$ cat src/rtl/sprite_ram_writer.sv
// Loads a 1-bit-per-pixel sprite from a 24-bit RGB stream into on-chip memory
// and serves palette-expanded pixels back through a registered read port.
module sprite_ram_writer #(
  parameter int          DEPTH    = 256,
  parameter logic [23:0] PALETTE0 = 24'h000000,
  parameter logic [23:0] PALETTE1 = 24'hFFFFFF
) (
  input  logic        Clk,
  input  logic        Reset,
  input  logic        start,
  input  logic        pix_valid,
  input  logic [23:0] pix_data,
  output logic        pix_ready,
  output logic        busy,
  output logic        done,
  output logic        bad_color,
  output logic [8:0]  fill_count,
  input  logic [18:0] read_address,
  output logic [23:0] data_Out
);

  localparam int         AW       = (DEPTH > 1) ? $clog2(DEPTH) : 1;
  localparam logic [8:0] FULL     = 9'(DEPTH);
  localparam logic [18:0] RD_LIMIT = 19'(DEPTH);

  typedef enum logic [1:0] {
    IDLE = 2'd0,
    LOAD = 2'd1,
    DONE = 2'd2
  } state_t;

  state_t      state_reg, state_next;
  logic [8:0]  fill_count_reg, fill_count_next;
  logic        bad_color_reg, bad_color_next;
  logic        write_en;
  logic        write_bit;
  logic [23:0] data_out_reg;

  // Palette index storage; never reset so a partial load survives Reset.
  logic        mem [0:DEPTH-1];

  always_ff @(posedge Clk) begin
    if (!Reset) begin
      state_reg      <= IDLE;
      fill_count_reg <= '0;
      bad_color_reg  <= 1'b0;
    end else begin
      state_reg      <= state_next;
      fill_count_reg <= fill_count_next;
      bad_color_reg  <= bad_color_next;
    end
  end

  always_comb begin
    state_next      = state_reg;
    fill_count_next = fill_count_reg;
    bad_color_next  = bad_color_reg;
    pix_ready       = 1'b0;
    busy            = 1'b0;
    done            = 1'b0;
    write_en        = 1'b0;
    write_bit       = 1'b0;
    case (state_reg)
      IDLE: begin
        if (start) begin
          state_next      = LOAD;
          fill_count_next = '0;
          bad_color_next  = 1'b0;
        end
      end
      LOAD: begin
        busy = 1'b1;
        // The last transfer leaves us in LOAD for one cycle with ready low,
        // so done lands two cycles after that handshake.
        if (fill_count_reg == FULL) begin
          state_next = DONE;
        end else begin
          pix_ready = 1'b1;
          if (pix_valid) begin
            write_en        = 1'b1;
            fill_count_next = fill_count_reg + 9'd1;
            if (pix_data == PALETTE1) begin
              write_bit = 1'b1;
            end else if (pix_data != PALETTE0) begin
              bad_color_next = 1'b1;
            end
          end
        end
      end
      DONE: begin
        done       = 1'b1;
        state_next = IDLE;
      end
      default: begin
        state_next = IDLE;
      end
    endcase
  end

  always_ff @(posedge Clk) begin
    if (write_en && Reset) begin
      mem[fill_count_reg[AW-1:0]] <= write_bit;
    end
  end

  // Read-before-write: the registered read sees the entry as it was before
  // any same-edge write.
  always_ff @(posedge Clk) begin
    if (!Reset) begin
      data_out_reg <= 24'h000000;
    end else if (read_address < RD_LIMIT) begin
      data_out_reg <= mem[read_address[AW-1:0]] ? PALETTE1 : PALETTE0;
    end else begin
      data_out_reg <= PALETTE0;
    end
  end

  assign fill_count = fill_count_reg;
  assign bad_color  = bad_color_reg;
  assign data_Out   = data_out_reg;

endmodule

$ cat config.mk
export PLATFORM = sky130hd
export DESIGN_NAME = sprite_ram_writer
export DESIGN_NICKNAME = d
export VERILOG_FILES = /design/src/rtl/sprite_ram_writer.sv
export SDC_FILE = /design/constraint.sdc
export NUM_CORES = 1
export LEC_CHECK = 0
export BUFFER_PORTS_ARGS = -buffer_cell sky130_fd_sc_hd__buf_4
export CAP_MARGIN = 10
export CORE_MARGIN = 2
export CORE_UTILIZATION = 40
export DETAILED_ROUTE_END_ITERATION = 10
export HOLD_SLACK_MARGIN = 0.12
export PLACE_DENSITY = 0.62
export RECOVER_POWER = 50
export SLEW_MARGIN = 0
export SYNTH_ARGS = -nofsm -noshare
export SYNTH_HDL_FRONTEND = slang
export SYNTH_SLANG_ARGS = --single-unit
$ cat constraint.sdc
create_clock -name Clk -period 30.4 [get_ports Clk]
set_input_delay 6.08 -clock Clk [delete_from_list [all_inputs] [get_ports Clk]]
set_output_delay 6.08 -clock Clk [all_outputs]
set_load 0.05 [all_outputs]
==> metrics.txt, run 1 <==
max reg flops 256; antenna violations before repair 1; violated checks capacitance limit, slew limit; count of pins over their slew limit 257; Worst EP arrival 13.57 ns; Pre-antenna DRT Iters 5; min cycle time layout 14.60 ns; Port Buf Inserts 83; Leak 3.67 nW; Final Worst Setup Slack 15.80 ns; crit end category flop; largest net degree at the start of global routing 257; Comb pwr share 0.037; CP startpoint kind primary input; Clock Path Buffers 3; register area share after synthesis 0.644; sequential share of power 0.519; met2 Use GR 0.284; wire length per cell 21.1 microns; core footprint 30500 sq um; critical path type primary input to flop; Distinct cells, synth 58; CTS sink cnt 269; Max-cap violations 1; Top Usage Layer GRT met2; H-tree levels 1; area delta synth->final 11.8%; gpl congestion 0.747; final core occ 0.452; post-synth top area cell edfxtp_1; Hold Crit Depth 2; post-route ant nets 0; required time worst endpoint 29.38 ns; Root Driver clkbuf_16; CTS Buf Count 29; TNS Setup 0 ns; setup bufs post-CTS 0; Via density 5.57; global route total overflow 0; sw power 0.000160 W; Hold Vio Cnt, Final 0; top-count cell post-synth nor2_1; Vert. Die Dim 180 microns; ANT cells 0; clk_lat worst skew 0.56 ns; Post-DP HPWL 16700 microns; DR iter-0 viols 885; vias 7666; post-placement setup slack 21.20 ns; Least-Margin Pin Slew 9.43 ns; CTS Hold Buffers Added 0; Final Cycle Share 0.480; Yosys reg bits 269; synth cell count leaders 280 x nor2_1, 256 x edfxtp_1, 42 x nand2_1; Syn Nets 980; Post-Syn Instances 929; Mapped Area 12300 sq um; Worst slew margin -5.29; RSZ-0062 raised after global routing no; routing usage on met1 0.245; Starting Density 0.405; clock share of power 0.444; number of flops mapped to enable cells by yosys 256; layout cells sized above 1 0.168; Die Area 32300 sq um; pwr/cell area 55.9 nW/um^2; internal power 0.000611 W; Async SR Flop Fraction 0; # IOs 84; Post-Syn Area per Cell 13.3 sq um; vias in the first global route 7591; first-pass GRT wire length 44200 microns; met3 Usage GRT 0.0377; outcome finished, violations left; Worst VDD drop 0.0363 mV; Synth Flop Type edfxtp_1; Setup Viol. Count Final 0; PostCTS Resize Cnt 0; die width 180 microns; clock skew 0.0279 ns; switch share 0.208; CP Max Fanout 256; reg2reg path depth 7; fmax 0.0685 GHz; Detailed Route WL 29100 microns; CTS tree done; drc violations 0; Nets 1010; worst hold-check path type flop to flop; Yosys top cell area share 0.623; Yosys Warn Count 0; clk slew on worst S/H paths 0.06 ns; # rows 64; synth top area cells edfxtp_1 62%, nor2_1 8.5%, mux4_2 6.4%, mux2i_1 3.3%, dfxtp_1 2.1%; Total GRT Usage 0.176
## placed cells by master, fill, tap and decap left out, types with 6 or more instances in the layout
cell       Yosys  layout
edfxtp_1     256     256
nand4_1       11      11
clkinv_2       0       6
nor3_1         9      11
nand3_1       16      17
mux2_2         6       6
dfxtp_1       13      13
nand2_1       42      42
clkbuf_16      0      29
nor2_1       280     279
o22ai_1        8       8
xor2_1         6       6
mux2i_1       41      41
o221ai_1      17      17
buf_4         30      75
clkinv_1       0       7
mux4_2        35      35
mux4_1         9       9
nor4_1        15      15
clkbuf_1      24      16
nor2b_1        6       6
a21oi_1       12      12
## worst max-delay path, cell delays in order
cell,delay (ns)
clkbuf_1,0.10
nand4_1,0.10
nor4_1,0.33
nand2_1,0.16
nor2_4,0.09
clkbuf_1,6.48
## through the flow
step                      cells  instance area (sq um)  hold WS (ns)  power, W
after floorplan             929                  12300         0.464  0.000427
after global placement     1323                  12900         0.464  0.000437
after detailed placement   1323                  12900         0.463  0.000437
after CTS                  1376                  13900         0.482  0.000776
after global routing       1377                  13800         0.522  0.000791
final                      1377                  13800         0.473  0.000771
## final cells by class
class                           count  area [sq um]
Clock buffer                       35           748
Clock inverter                     18           164
Multi-Input combinational cell    567          3790
Timing Repair Buffer               87           636
Tap cell                          396           495
Sequential cell                   269          7950
Inverter                            5          18.8
Fill cell                        2764         16700
## final timing paths
path                       from   endpoint  slack, ns
setup / recovery   pix_data[21]    mem[41]      15.80
hold / removal        bad_color  bad_color       0.47
setup reg to reg  fill_count[0]    mem[41]      20.72
hold reg to reg       bad_color  bad_color       0.47
## power groups by stage
| stage | clock [W] | sequential, W | combinational (W) |
|---|---|---|---|
| floorplan | 0 | 0.000409 | 0.0000188 |
| global placement | 0 | 0.000408 | 0.0000289 |
| detailed placement | 0 | 0.000408 | 0.0000293 |
| CTS | 0.000347 | 0.000400 | 0.0000293 |
| global route | 0.000360 | 0.000400 | 0.0000310 |
| finish | 0.000342 | 0.000400 | 0.0000287 |
## layer usage
layer	share of wire	routed length [microns]
met4	0.021	619
met5	0	0
met1	0.44	12700
met2	0.47	13600
met3	0.076	2220
## cell families after synthesis
kind of cell             after synthesis  share of synthesized area
multiplexers                          91                      0.122
AO/OA/AOI/OAI                         57                     0.0341
AND/OR/NAND/NOR                      408                      0.144
flip-flops                           269                      0.644
XOR/XNOR                               7                    0.00497
adder cells (fa/ha/maj)                4                    0.00406
buffers and inverters                 93                     0.0472
No activity file was read; power rests on OpenSTA's default activity.
==> run 2: changes to the inputs <==
--- a/config.mk
+++ b/config.mk
@@ -11,7 +11,7 @@
 export CORE_UTILIZATION = 40
 export DETAILED_ROUTE_END_ITERATION = 10
 export HOLD_SLACK_MARGIN = 0.12
-export PLACE_DENSITY = 0.62
+export PLACE_DENSITY = 0.64
 export RECOVER_POWER = 50
 export SLEW_MARGIN = 0
 export SYNTH_ARGS = -nofsm -noshare
==> constraint.sdc (replaced) <==
create_clock -name Clk -period 13.4 [get_ports Clk]
set_input_delay 2.68 -clock Clk [delete_from_list [all_inputs] [get_ports Clk]]
set_output_delay 2.68 -clock Clk [all_outputs]
set_load 0.05 [all_outputs]
==> metrics.txt, run 2 (synthesis gave the netlist of run 1 again) <==
PostCTS Resize Cnt 0; drc violations 0; CTS sink cnt 269; # IOs 84; wire length per cell 21.0 microns; Nets 1009; RR Startpoint fill_count[0]; Total GRT Usage 0.178; ANT cells 0; H-tree levels 1; CTS Buf Count 29; max reg flops 256; Least-Margin Pin Slew 2.36 ns; CP Max Fanout 113; Via density 5.68; Port Buf Inserts 83; setup bufs post-CTS 0; outcome finished, violations left; # rows 64; RSZ-0062 raised after global routing no; Worst VDD drop 0.105 mV; Starting Density 0.405; vias in the first global route 7564; Final Worst Setup Slack 7.47 ns; Post-DP HPWL 16700 microns; post-placement setup slack 7.61 ns; gpl congestion 0.754; CTS tree done; crit end category flop; most common cell after layout, fill and taps aside nor2_1; clock skew 0.0146 ns; violated checks capacitance limit, slew limit; Setup Viol. Count Final 0; clk slew on worst S/H paths 0.06 ns; reg2reg path depth 7; die width 180 microns; r2r setup slk 8.97 ns; Worst EP arrival 6.13 ns; clk_lat worst skew 0.55 ns; Hold Crit Depth 2; vias 7801; CP startpoint kind primary input; CP max stage cell nor2_1; antenna violations before repair 0; Pre-antenna DRT Iters 7; pwr/cell area 124 nW/um^2; hold path start bad_color; Vert. Die Dim 180 microns; fillers 2759; most frequent cells in the layout 280 x nor2_1, 256 x edfxtp_1, 81 x buf_4; Root Driver clkbuf_16; Leak 3.65 nW; first-pass GRT wire length 44600 microns; Final Cycle Share 0.442; min cycle time layout 5.93 ns; post-route ant nets 0; DR iter-0 viols 802; hold-critical path endpoint bad_color; fmax 0.169 GHz; largest net degree at the start of global routing 114; global route total overflow 0; CTS Hold Buffers Added 0; Die Area 32300 sq um; worst r2r dst mem[40]; critical path type primary input to flop; area delta synth->final 11.2%; TNS Setup 0 ns; max incr delay on CP 1.74 ns; layout cells sized above 1 0.168; Worst slew margin -0.579; required time worst endpoint 13.60 ns; core footprint 30500 sq um; crit-path cells clkbuf_1, nand4_1, nor4_1, nand2_1, nor2_1, buf_4; count of pins over their slew limit 42; Clock Path Buffers 3; Max-cap violations 1; Hold Vio Cnt, Final 0; worst hold-check path type flop to flop; Detailed Route WL 28800 microns
==> run 2: how the worst max path moves through the flow <==
stage	start	end	slack (ns)	cells after the start
2_1_floorplan	pix_data[21]	mem[0]	2.99	4
3_3_place_gp	read_address[0]	data_Out[22]	7.63	8
3_5_place_dp	read_address[0]	data_Out[22]	7.61	8
4_1_cts	read_address[0]	data_Out[22]	8.16	8
5_1_grt	pix_data[21]	mem[41]	7.00	6
6_report	pix_data[21]	mem[40]	7.47	6
==> run 2: cell type report <==
| type | count | area (sq um) | area share |
|---|---|---|---|
| clock buffers | 37 | 756 | 0.0551 |
| repair buffers | 86 | 631 | 0.0460 |
| multi-input cells | 567 | 3780 | 0.276 |
| flip-flops and latches | 269 | 7950 | 0.579 |
| well taps | 396 | 495 | 0.0361 |
| inverters | 5 | 18.8 | 0.00137 |
| clock inverters | 13 | 88.8 | 0.00648 |
==> run 2: power by group <==
part           leakage (nW)  total (W)  switching (W)  internal (W)
Sequential             1.88   0.000908    0.000000944      0.000907
Clock                 0.413   0.000729       0.000315      0.000414
Combinational          1.35  0.0000663      0.0000407     0.0000256
==> run 2: per-layer routing <==
layer | vias up | GRT usage | share of wire
li1 | 3474 | - | -
met1 | 3955 | 0.255 | 0.44
met2 | 323 | 0.283 | 0.46
met3 | 49 | 0.0318 | 0.077
met4 | 0 | 0.0413 | 0.018
met5 | - | 0 | 0
==> run 2: through the flow <==
step                power, W  cell area, sq um  hold WS (ns)   util  instances
finish               0.00170             13700         0.478  0.450       1373
global route         0.00175             13700         0.537  0.450       1373
CTS                  0.00171             13800         0.487  0.451       1373
detailed placement  0.000993             12900         0.466  0.424       1323
global placement    0.000993             12900         0.455  0.424       1323
floorplan           0.000970             12300         0.464      -        929
==> run 2: critical path, delay by kind of cell <==
family	cells	cell delay, ns
buffers and inverters	2	1.05
AND/OR/NAND/NOR	4	2.28
